## src/rtl/vga_timing_gen_if.sv

```systemverilog
// Raster timing bundle between the VGA timing generator (master) and its consumers (slave).
// The consumer owns the clock enable. Every other signal is produced by the generator.
interface vga_timing_gen_if;
    logic       ena;
    logic [9:0] pix_x;
    logic [9:0] pix_y;
    logic       display_on;
    logic       hsync;
    logic       vsync;
    logic [7:0] frame;
    logic       frame_start;

    modport master (
        input  ena,
        output pix_x, pix_y, display_on, hsync, vsync, frame, frame_start
    );

    modport slave (
        output ena,
        input  pix_x, pix_y, display_on, hsync, vsync, frame, frame_start
    );
endinterface

```

## src/rtl/vga_timing_gen.sv

```systemverilog
// VGA raster timing generator: pixel/line/frame counters and sync pulses.
// The sync outputs are registered one clock behind the counters to line up with a registered color stage.
module vga_timing_gen #(
    parameter int H_ACTIVE = 640,
    parameter int H_FRONT  = 16,
    parameter int H_SYNC   = 96,
    parameter int H_BACK   = 48,
    parameter int V_ACTIVE = 480,
    parameter int V_FRONT  = 10,
    parameter int V_SYNC   = 2,
    parameter int V_BACK   = 33
) (
    input  logic             clk,
    input  logic             reset,
    vga_timing_gen_if.master vga
);
    localparam int H_TOTAL = H_ACTIVE + H_FRONT + H_SYNC + H_BACK;
    localparam int V_TOTAL = V_ACTIVE + V_FRONT + V_SYNC + V_BACK;

    localparam logic [9:0] H_LAST       = 10'(H_TOTAL - 1);
    localparam logic [9:0] V_LAST       = 10'(V_TOTAL - 1);
    localparam logic [9:0] H_VISIBLE    = 10'(H_ACTIVE);
    localparam logic [9:0] V_VISIBLE    = 10'(V_ACTIVE);
    localparam logic [9:0] H_SYNC_BEGIN = 10'(H_ACTIVE + H_FRONT);
    localparam logic [9:0] H_SYNC_END   = 10'(H_ACTIVE + H_FRONT + H_SYNC);
    localparam logic [9:0] V_SYNC_BEGIN = 10'(V_ACTIVE + V_FRONT);
    localparam logic [9:0] V_SYNC_END   = 10'(V_ACTIVE + V_FRONT + V_SYNC);

    logic [9:0] h_cnt;
    logic [9:0] v_cnt;
    logic [7:0] frame_cnt;
    logic       hsync_q;
    logic       vsync_q;

    logic       h_wrap;
    logic       v_wrap;
    logic       hsync_term;
    logic       vsync_term;

    always_comb begin
        h_wrap     = (h_cnt == H_LAST);
        v_wrap     = (v_cnt == V_LAST);
        hsync_term = !((h_cnt >= H_SYNC_BEGIN) && (h_cnt < H_SYNC_END));
        vsync_term = !((v_cnt >= V_SYNC_BEGIN) && (v_cnt < V_SYNC_END));
    end

    // NOTE: state registers use non-blocking assignments so every register samples the pre-edge value of the others.
    always_ff @(posedge clk or posedge reset) begin
        if (reset) begin
            h_cnt     <= '0;
            v_cnt     <= '0;
            frame_cnt <= '0;
            hsync_q   <= 1'b1;
            vsync_q   <= 1'b1;
        end else if (vga.ena) begin
            hsync_q <= hsync_term;
            vsync_q <= vsync_term;
            if (h_wrap) begin
                h_cnt <= '0;
                if (v_wrap) begin
                    v_cnt     <= '0;
                    frame_cnt <= frame_cnt + 8'd1;
                end else begin
                    v_cnt <= v_cnt + 10'd1;
                end
            end else begin
                h_cnt <= h_cnt + 10'd1;
            end
        end
    end

    // Position-derived flags are decoded straight from the counters, so they have zero latency.
    assign vga.pix_x       = h_cnt;
    assign vga.pix_y       = v_cnt;
    assign vga.display_on  = (h_cnt < H_VISIBLE) && (v_cnt < V_VISIBLE);
    assign vga.frame_start = (h_cnt == 10'd0) && (v_cnt == 10'd0);
    assign vga.hsync       = hsync_q;
    assign vga.vsync       = vsync_q;
    assign vga.frame       = frame_cnt;
endmodule

```

## src/flat_wrapper.sv

```systemverilog
// flat-port wrapper written by rule: the top's interface ports become plain ports
module vga_timing_gen_flat 
#(
    parameter int H_ACTIVE = 640,
    parameter int H_FRONT  = 16,
    parameter int H_SYNC   = 96,
    parameter int H_BACK   = 48,
    parameter int V_ACTIVE = 480,
    parameter int V_FRONT  = 10,
    parameter int V_SYNC   = 2,
    parameter int V_BACK   = 33
)
  (clk, reset, vga_ena, vga_pix_x, vga_pix_y, vga_display_on, vga_hsync, vga_vsync, vga_frame, vga_frame_start);
  vga_timing_gen_if vga_i ();
  input  logic clk;
  input  logic reset;
  input wire logic [$bits(vga_i.ena)-1:0] vga_ena;
  output wire logic [$bits(vga_i.pix_x)-1:0] vga_pix_x;
  output wire logic [$bits(vga_i.pix_y)-1:0] vga_pix_y;
  output wire logic [$bits(vga_i.display_on)-1:0] vga_display_on;
  output wire logic [$bits(vga_i.hsync)-1:0] vga_hsync;
  output wire logic [$bits(vga_i.vsync)-1:0] vga_vsync;
  output wire logic [$bits(vga_i.frame)-1:0] vga_frame;
  output wire logic [$bits(vga_i.frame_start)-1:0] vga_frame_start;
  assign vga_i.ena = vga_ena;
  assign vga_pix_x = vga_i.pix_x;
  assign vga_pix_y = vga_i.pix_y;
  assign vga_display_on = vga_i.display_on;
  assign vga_hsync = vga_i.hsync;
  assign vga_vsync = vga_i.vsync;
  assign vga_frame = vga_i.frame;
  assign vga_frame_start = vga_i.frame_start;
  vga_timing_gen #(.H_ACTIVE(H_ACTIVE), .H_FRONT(H_FRONT), .H_SYNC(H_SYNC), .H_BACK(H_BACK), .V_ACTIVE(V_ACTIVE), .V_FRONT(V_FRONT), .V_SYNC(V_SYNC), .V_BACK(V_BACK)) u_core (.clk(clk), .reset(reset), .vga(vga_i));
endmodule
```

## config.mk

```make
export PLATFORM = sky130hd
export DESIGN_NAME = vga_timing_gen_flat
export DESIGN_NICKNAME = d
export VERILOG_FILES = /design/src/rtl/vga_timing_gen_if.sv /design/src/rtl/vga_timing_gen.sv /design/src/flat_wrapper.sv
export SDC_FILE = /design/constraint.sdc
export NUM_CORES = 1
export LEC_CHECK = 0
export BUFFER_PORTS_ARGS = -buffer_cell sky130_fd_sc_hd__buf_2
export CORE_UTILIZATION = 40
export DETAILED_ROUTE_END_ITERATION = 8
export PLACE_DENSITY = 0.7
export SLEW_MARGIN = 5
export SYNTH_ARGS = -nofsm -noshare
export SYNTH_HDL_FRONTEND = slang
export SYNTH_SLANG_ARGS = --single-unit
```

## constraint.sdc

```tcl
create_clock -name clk -period 2 [get_ports clk]
set_clock_uncertainty 0.05 [all_clocks]
set_input_delay 0.3 -clock clk [delete_from_list [all_inputs] [get_ports clk]]
set_output_delay 0.3 -clock clk [all_outputs]
set_load 0.005 [all_outputs]
```

[Word level (Yosys, flattened, before mapping)]
Cells that the tools add are included.
Storage, ports and cells
  bits in registers: 30
  input port bits: 3
  output and inout bits: 32
  word-level logic and storage cells: 28
Operators by class
  $add $sub $neg: 3
  $lt $le $gt $ge: 6
  equal/unequal tests: 2
  mux-type cells: 2
  reduce and logical (&&, ||, !) cells: 10
Operators with widths (number)
  $add 10x1->10 const B: 2
  $eq 10x10->1 const B: 2
  $logic_not 10->1: 2
  $lt 10x10->1 const B: 2
  $lt 10x9->1 const B: 2
  $mux 10: 2
  $ge 10x10->1 const B: 1
  $ge 10x9->1 const B: 1
  $add 8x1->8 const B: 1
  $logic_and 1x1->1: 4
  $reduce_and 3->1: 1
  $logic_not 1->1: 2
  $reduce_and 2->1: 1

[Longest topological paths before layout]
  depth in word-level cells: 3
  mapped depth: 7
  gate-level depth less buffers: 6

[Worst setup path after synthesis]
No wires, ideal clock.
  path type: reg-to-reg
  start: reg u_core.v_cnt[0] (netlist: u_core.vga.pix_y[0])
  end: reg u_core.frame_cnt[3] (netlist: u_core.vga.frame[3])
  setup time: 0.125 ns
  data arrival time: 1.699 ns
  required time: 1.825 ns
  slack: 0.126 ns
  cell stages (with the launch flop): 7
  path buffers: 0
  period minus slack after synthesis: 1.874 ns
  cells stage by stage: dfrtp_1 inv_1 ha_1 nor4b_4 nand3_2 or4_4 xnor2_2
Between the ends
  cells in the longest elaborated chain, start to end: 2
Ends and longest elaborated chain
  from (decl): line vga_timing_gen.sv:30  | logic [9:0] v_cnt;
  from (signal assigned): line vga_timing_gen.sv:64  | v_cnt <= v_cnt + 10'd1;
  $eq 10x10->1: line vga_timing_gen.sv:42  | v_wrap = (v_cnt == V_LAST);
  $reduce_and 3->1 (no line)
  to (signal assigned): line vga_timing_gen.sv:62  | frame_cnt <= frame_cnt + 8'd1;
  to (decl): line vga_timing_gen.sv:31  | logic [7:0] frame_cnt;
No other way between the ends.
A chain may end at the register's enable or synchronous reset.

[Final worst setup path]
  start: reg u_core.v_cnt[9] (netlist: u_core.vga.pix_y[9])
  end: out vga_frame_start
Between the ends
  cells in the longest elaborated chain, start to end: 2
Ends and longest elaborated chain
  $logic_not 10->1: line vga_timing_gen.sv:76  | assign vga.frame_start = (h_cnt == 10'd0) && (v_cnt == 10'd0);
  $logic_and 1x1->1: line vga_timing_gen.sv:76
  to (decl): line flat_wrapper.sv:24  | output wire logic [$bits(vga_i.frame_start)-1:0] vga_frame_start;
No other way between the ends.

==> metrics <==
Synth Area in Compound Gates 0.08034; per-instance average area after synthesis 10.22 µm²; pwr dens 795.0 nW/µm²; synthesized-area fraction occupied by xor and xnor cells 0.09564; stage delay of the slowest cell on the critical path between 500 and 600 ps; type of the most critical hold path input port to async pin; root buffer cell sky130_fd_sc_hd__clkbuf_8; commonest cells in the netlist sky130_fd_sc_hd__dfrtp_1 (28), sky130_fd_sc_hd__nand2_1 (16), sky130_fd_sc_hd__nand3_1 (11), sky130_fd_sc_hd__nor2_1 (11); vertical die dimension 65.94 µm; minimum hold slack 29.79 ps; Peak VDD IR 0.4596 mV; final routed wirelength across all metal layers 3.672 mm; aggregate global routing overflow 0; total number of cells along the worst setup path 3; floorplan die area 4348 µm²; cell with the most instances after synthesis sky130_fd_sc_hd__dfrtp_1; DRC Markers 0; number of vias after detailed routing 1396; antenna violation net count after detailed routing 0; Avg Vias per Cell about 5.3; critical path endpoint category output port; CTS clock-pin slew for the worst setup and hold paths 60 ps; top post-synthesis cells by area sky130_fd_sc_hd__dfrtp_1 (43%), sky130_fd_sc_hd__ha_1 (4.6%), sky130_fd_sc_hd__xnor2_1 (4.3%); achievable frequency 499.8 MHz; area of all placed cells without fillers 2069 µm²; share of cells above drive strength 1 0.3615; number of I/O port buffers 34; effective utilization at floorplan 0.4305; CTS Buffer Depth 2; detailed router's first-iteration violation count 86; YS warnings 0; total cell area at the placement stage 1923 µm²; first-pass GRT wire length 5.954 mm; top cell type by total area after synthesis sky130_fd_sc_hd__dfrtp_1; number of max-capacitance violations reported 0; CP Cell Sequence or4_4 -> nor4_2 -> buf_2; share of Yosys cell area claimed by the top area cell type 0.4285; worst-path maximum fanout 2; post-layout total power 1.645 mW; family with the most delay on the worst path simple AND/OR/NAND/NOR gates; Post-Synthesis Cell Area 1635 µm²; outcome complete, but fails checks; Site Rows 22; LEAKAGE 1.065 nW; setup tns final -0.9536 ps; failing checks setup timing; cts-stage hold buffer count 0; Num CTS Buffers 5; n_diodes 0; portion of netlist area occupied by mux cells 0.02601; Final Critical Period between 2000 and 2500 ps; number of top-level pins 35; final worst-path cycle share 1.000; tightest slew margin relative to the limit 0.7496; drt pass-1 iters 4; area of the core 3799 µm²; Area growth syn-to-layout 26.55%; startpoint class of the critical path flop; maximum number of pins on one net before global-route repair 31; Hold Vio Cnt, Final 0; via count of the first global-routing pass 1287; post-DP HPWL 2.624 mm; total of endpoints with negative setup slack in the final report 1; number of enable flip-flop cells after synthesis 0; Post-Place Cells 249; count of distinct cell types in the synthesized netlist between 40 and 50; data arrival time of the critical path around 1700 ps; post-layout instance count excluding filler cells ~260; number of antenna violations at the first check in global routing 0; dominant synthesized flop cell sky130_fd_sc_hd__dfrtp_1; drt wl/cell 14.07 µm; adder-cell area share of the yosys netlist 0.04591; H-tree depth reported by CTS 2; ys async rst share 1.000; sequential cell area fraction in the yosys report 0.4606; RSZ-0062 raised after global routing yes; Overall Global Routing Usage 0.1830; Post-Syn Nets between 150 and 200; Die Span X 65.94 µm; cell type of the slowest stage on the worst timing path sky130_fd_sc_hd__or4_4; number of storage elements in the synthesis netlist 30; synthesized instance count 160; WP data required 1650 ps; simple logic cell fraction of the synthesized area 0.2578; clock latency of the later-clocked register in the worst-skew pair 280 ps; CP bufs+invs 1; final setup margin -0.9536 ps; combinational family with the most area after synthesis simple AND/OR/NAND/NOR gates; Worst Path Class, Setup flop to output port; final count of pins violating max slew 0; slew at the pin with the worst max-slew slack ~380 ps; CTS tree built; number of cells on the worst reg-to-reg path 7; Final Net Count 221; number of clock sinks 30; Final GP Congestion approximately 0.8
worst min-delay path: cells and delay by family:
kind	cells	cell delay (ps)
buf+inv	3	470
layout by cell type, fill, tap and decap left out, types with 2 or more instances in the layout:
cell type,count
sky130_fd_sc_hd__nor4_1,5
sky130_fd_sc_hd__ha_1,6
sky130_fd_sc_hd__and3_1,4
sky130_fd_sc_hd__and4_1,4
sky130_fd_sc_hd__xnor2_1,8
sky130_fd_sc_hd__a21oi_1,4
sky130_fd_sc_hd__nand3_1,11
sky130_fd_sc_hd__and3_2,3
sky130_fd_sc_hd__dfstp_2,2
sky130_fd_sc_hd__clkbuf_8,6
sky130_fd_sc_hd__inv_1,8
sky130_fd_sc_hd__buf_4,15
sky130_fd_sc_hd__mux2_2,2
sky130_fd_sc_hd__o21ai_0,4
sky130_fd_sc_hd__nand2_1,16
sky130_fd_sc_hd__buf_2,34
sky130_fd_sc_hd__dfrtp_2,3
sky130_fd_sc_hd__xor2_1,8
sky130_fd_sc_hd__a31oi_1,2
sky130_fd_sc_hd__o21a_1,2
sky130_fd_sc_hd__or4_4,2
sky130_fd_sc_hd__dfrtp_1,25
sky130_fd_sc_hd__nand4_1,3
sky130_fd_sc_hd__nor3_1,2
sky130_fd_sc_hd__mux2i_1,2
sky130_fd_sc_hd__clkbuf_1,2
sky130_fd_sc_hd__nor2_1,11
stage by stage:
step / util / worst slack, ps
global placement: 0.5063 / 139.2
detailed placement: 0.5063 / 72.76
CTS: 0.5412 / -4.935
floorplan: - / 126.2
global route: 0.5448 / -39.47
finish: 0.5448 / -0.9536
repair_timing:
action                                  in CTS  in global routing
resized for setup                            4                  4
endpoints found under the setup margin       1                  4
buffers inserted                             4                  0
pin swaps                                    1                  0
metal layers:
metal  global-route usage  share of wire
met5                    0              0
met4              0.05319         0.0093
met3              0.05172          0.057
met2               0.2768           0.47
met1               0.2527           0.47
worst paths after layout:
path                                       end           startpoint  slack, ps
min                        u_core.vga.pix_x[6]                reset         30
max reg2reg                u_core.vga.frame[3]  u_core.vga.pix_y[0]        110
max in group asynchronous     u_core.vga.vsync                reset       1550
max                            vga_frame_start  u_core.vga.pix_y[9]         -1
min in group clk              u_core.vga.hsync              vga_ena        280
min reg2reg                u_core.vga.frame[7]  u_core.vga.frame[7]        420
registers in the layout (all words and copies together) (netlist names):
name and count:
u_core.vga.frame 8, u_core.vga.hsync 1, u_core.vga.vsync 1, u_core.vga.pix_x 10
u_core.vga.pix_y 10
report_power, final:
part           internal [mW]  switching, mW  total, mW
clock                  0.280          0.216      0.496
combinational          0.175          0.181      0.356
sequential             0.677          0.116      0.793
area by class of cell:
class	instances	area, µm²
fillers	350	1729
multi-input cells	118	849.6
repair buffers	49	282.8
well taps	48	60.06
flip-flops and latches	30	757.0
inverters	8	30.03
clock buffers	8	90.09
logic make-up after synthesis:
kind of cell	after synthesis
flip-flops	30
multiplexers	4
AO/OA/AOI/OAI	19
adder cells (fa/ha/maj)	6
AND/OR/NAND/NOR	72
XOR/XNOR	17
buffers and inverters	12
No activity file was read; power rests on OpenSTA's default activity.
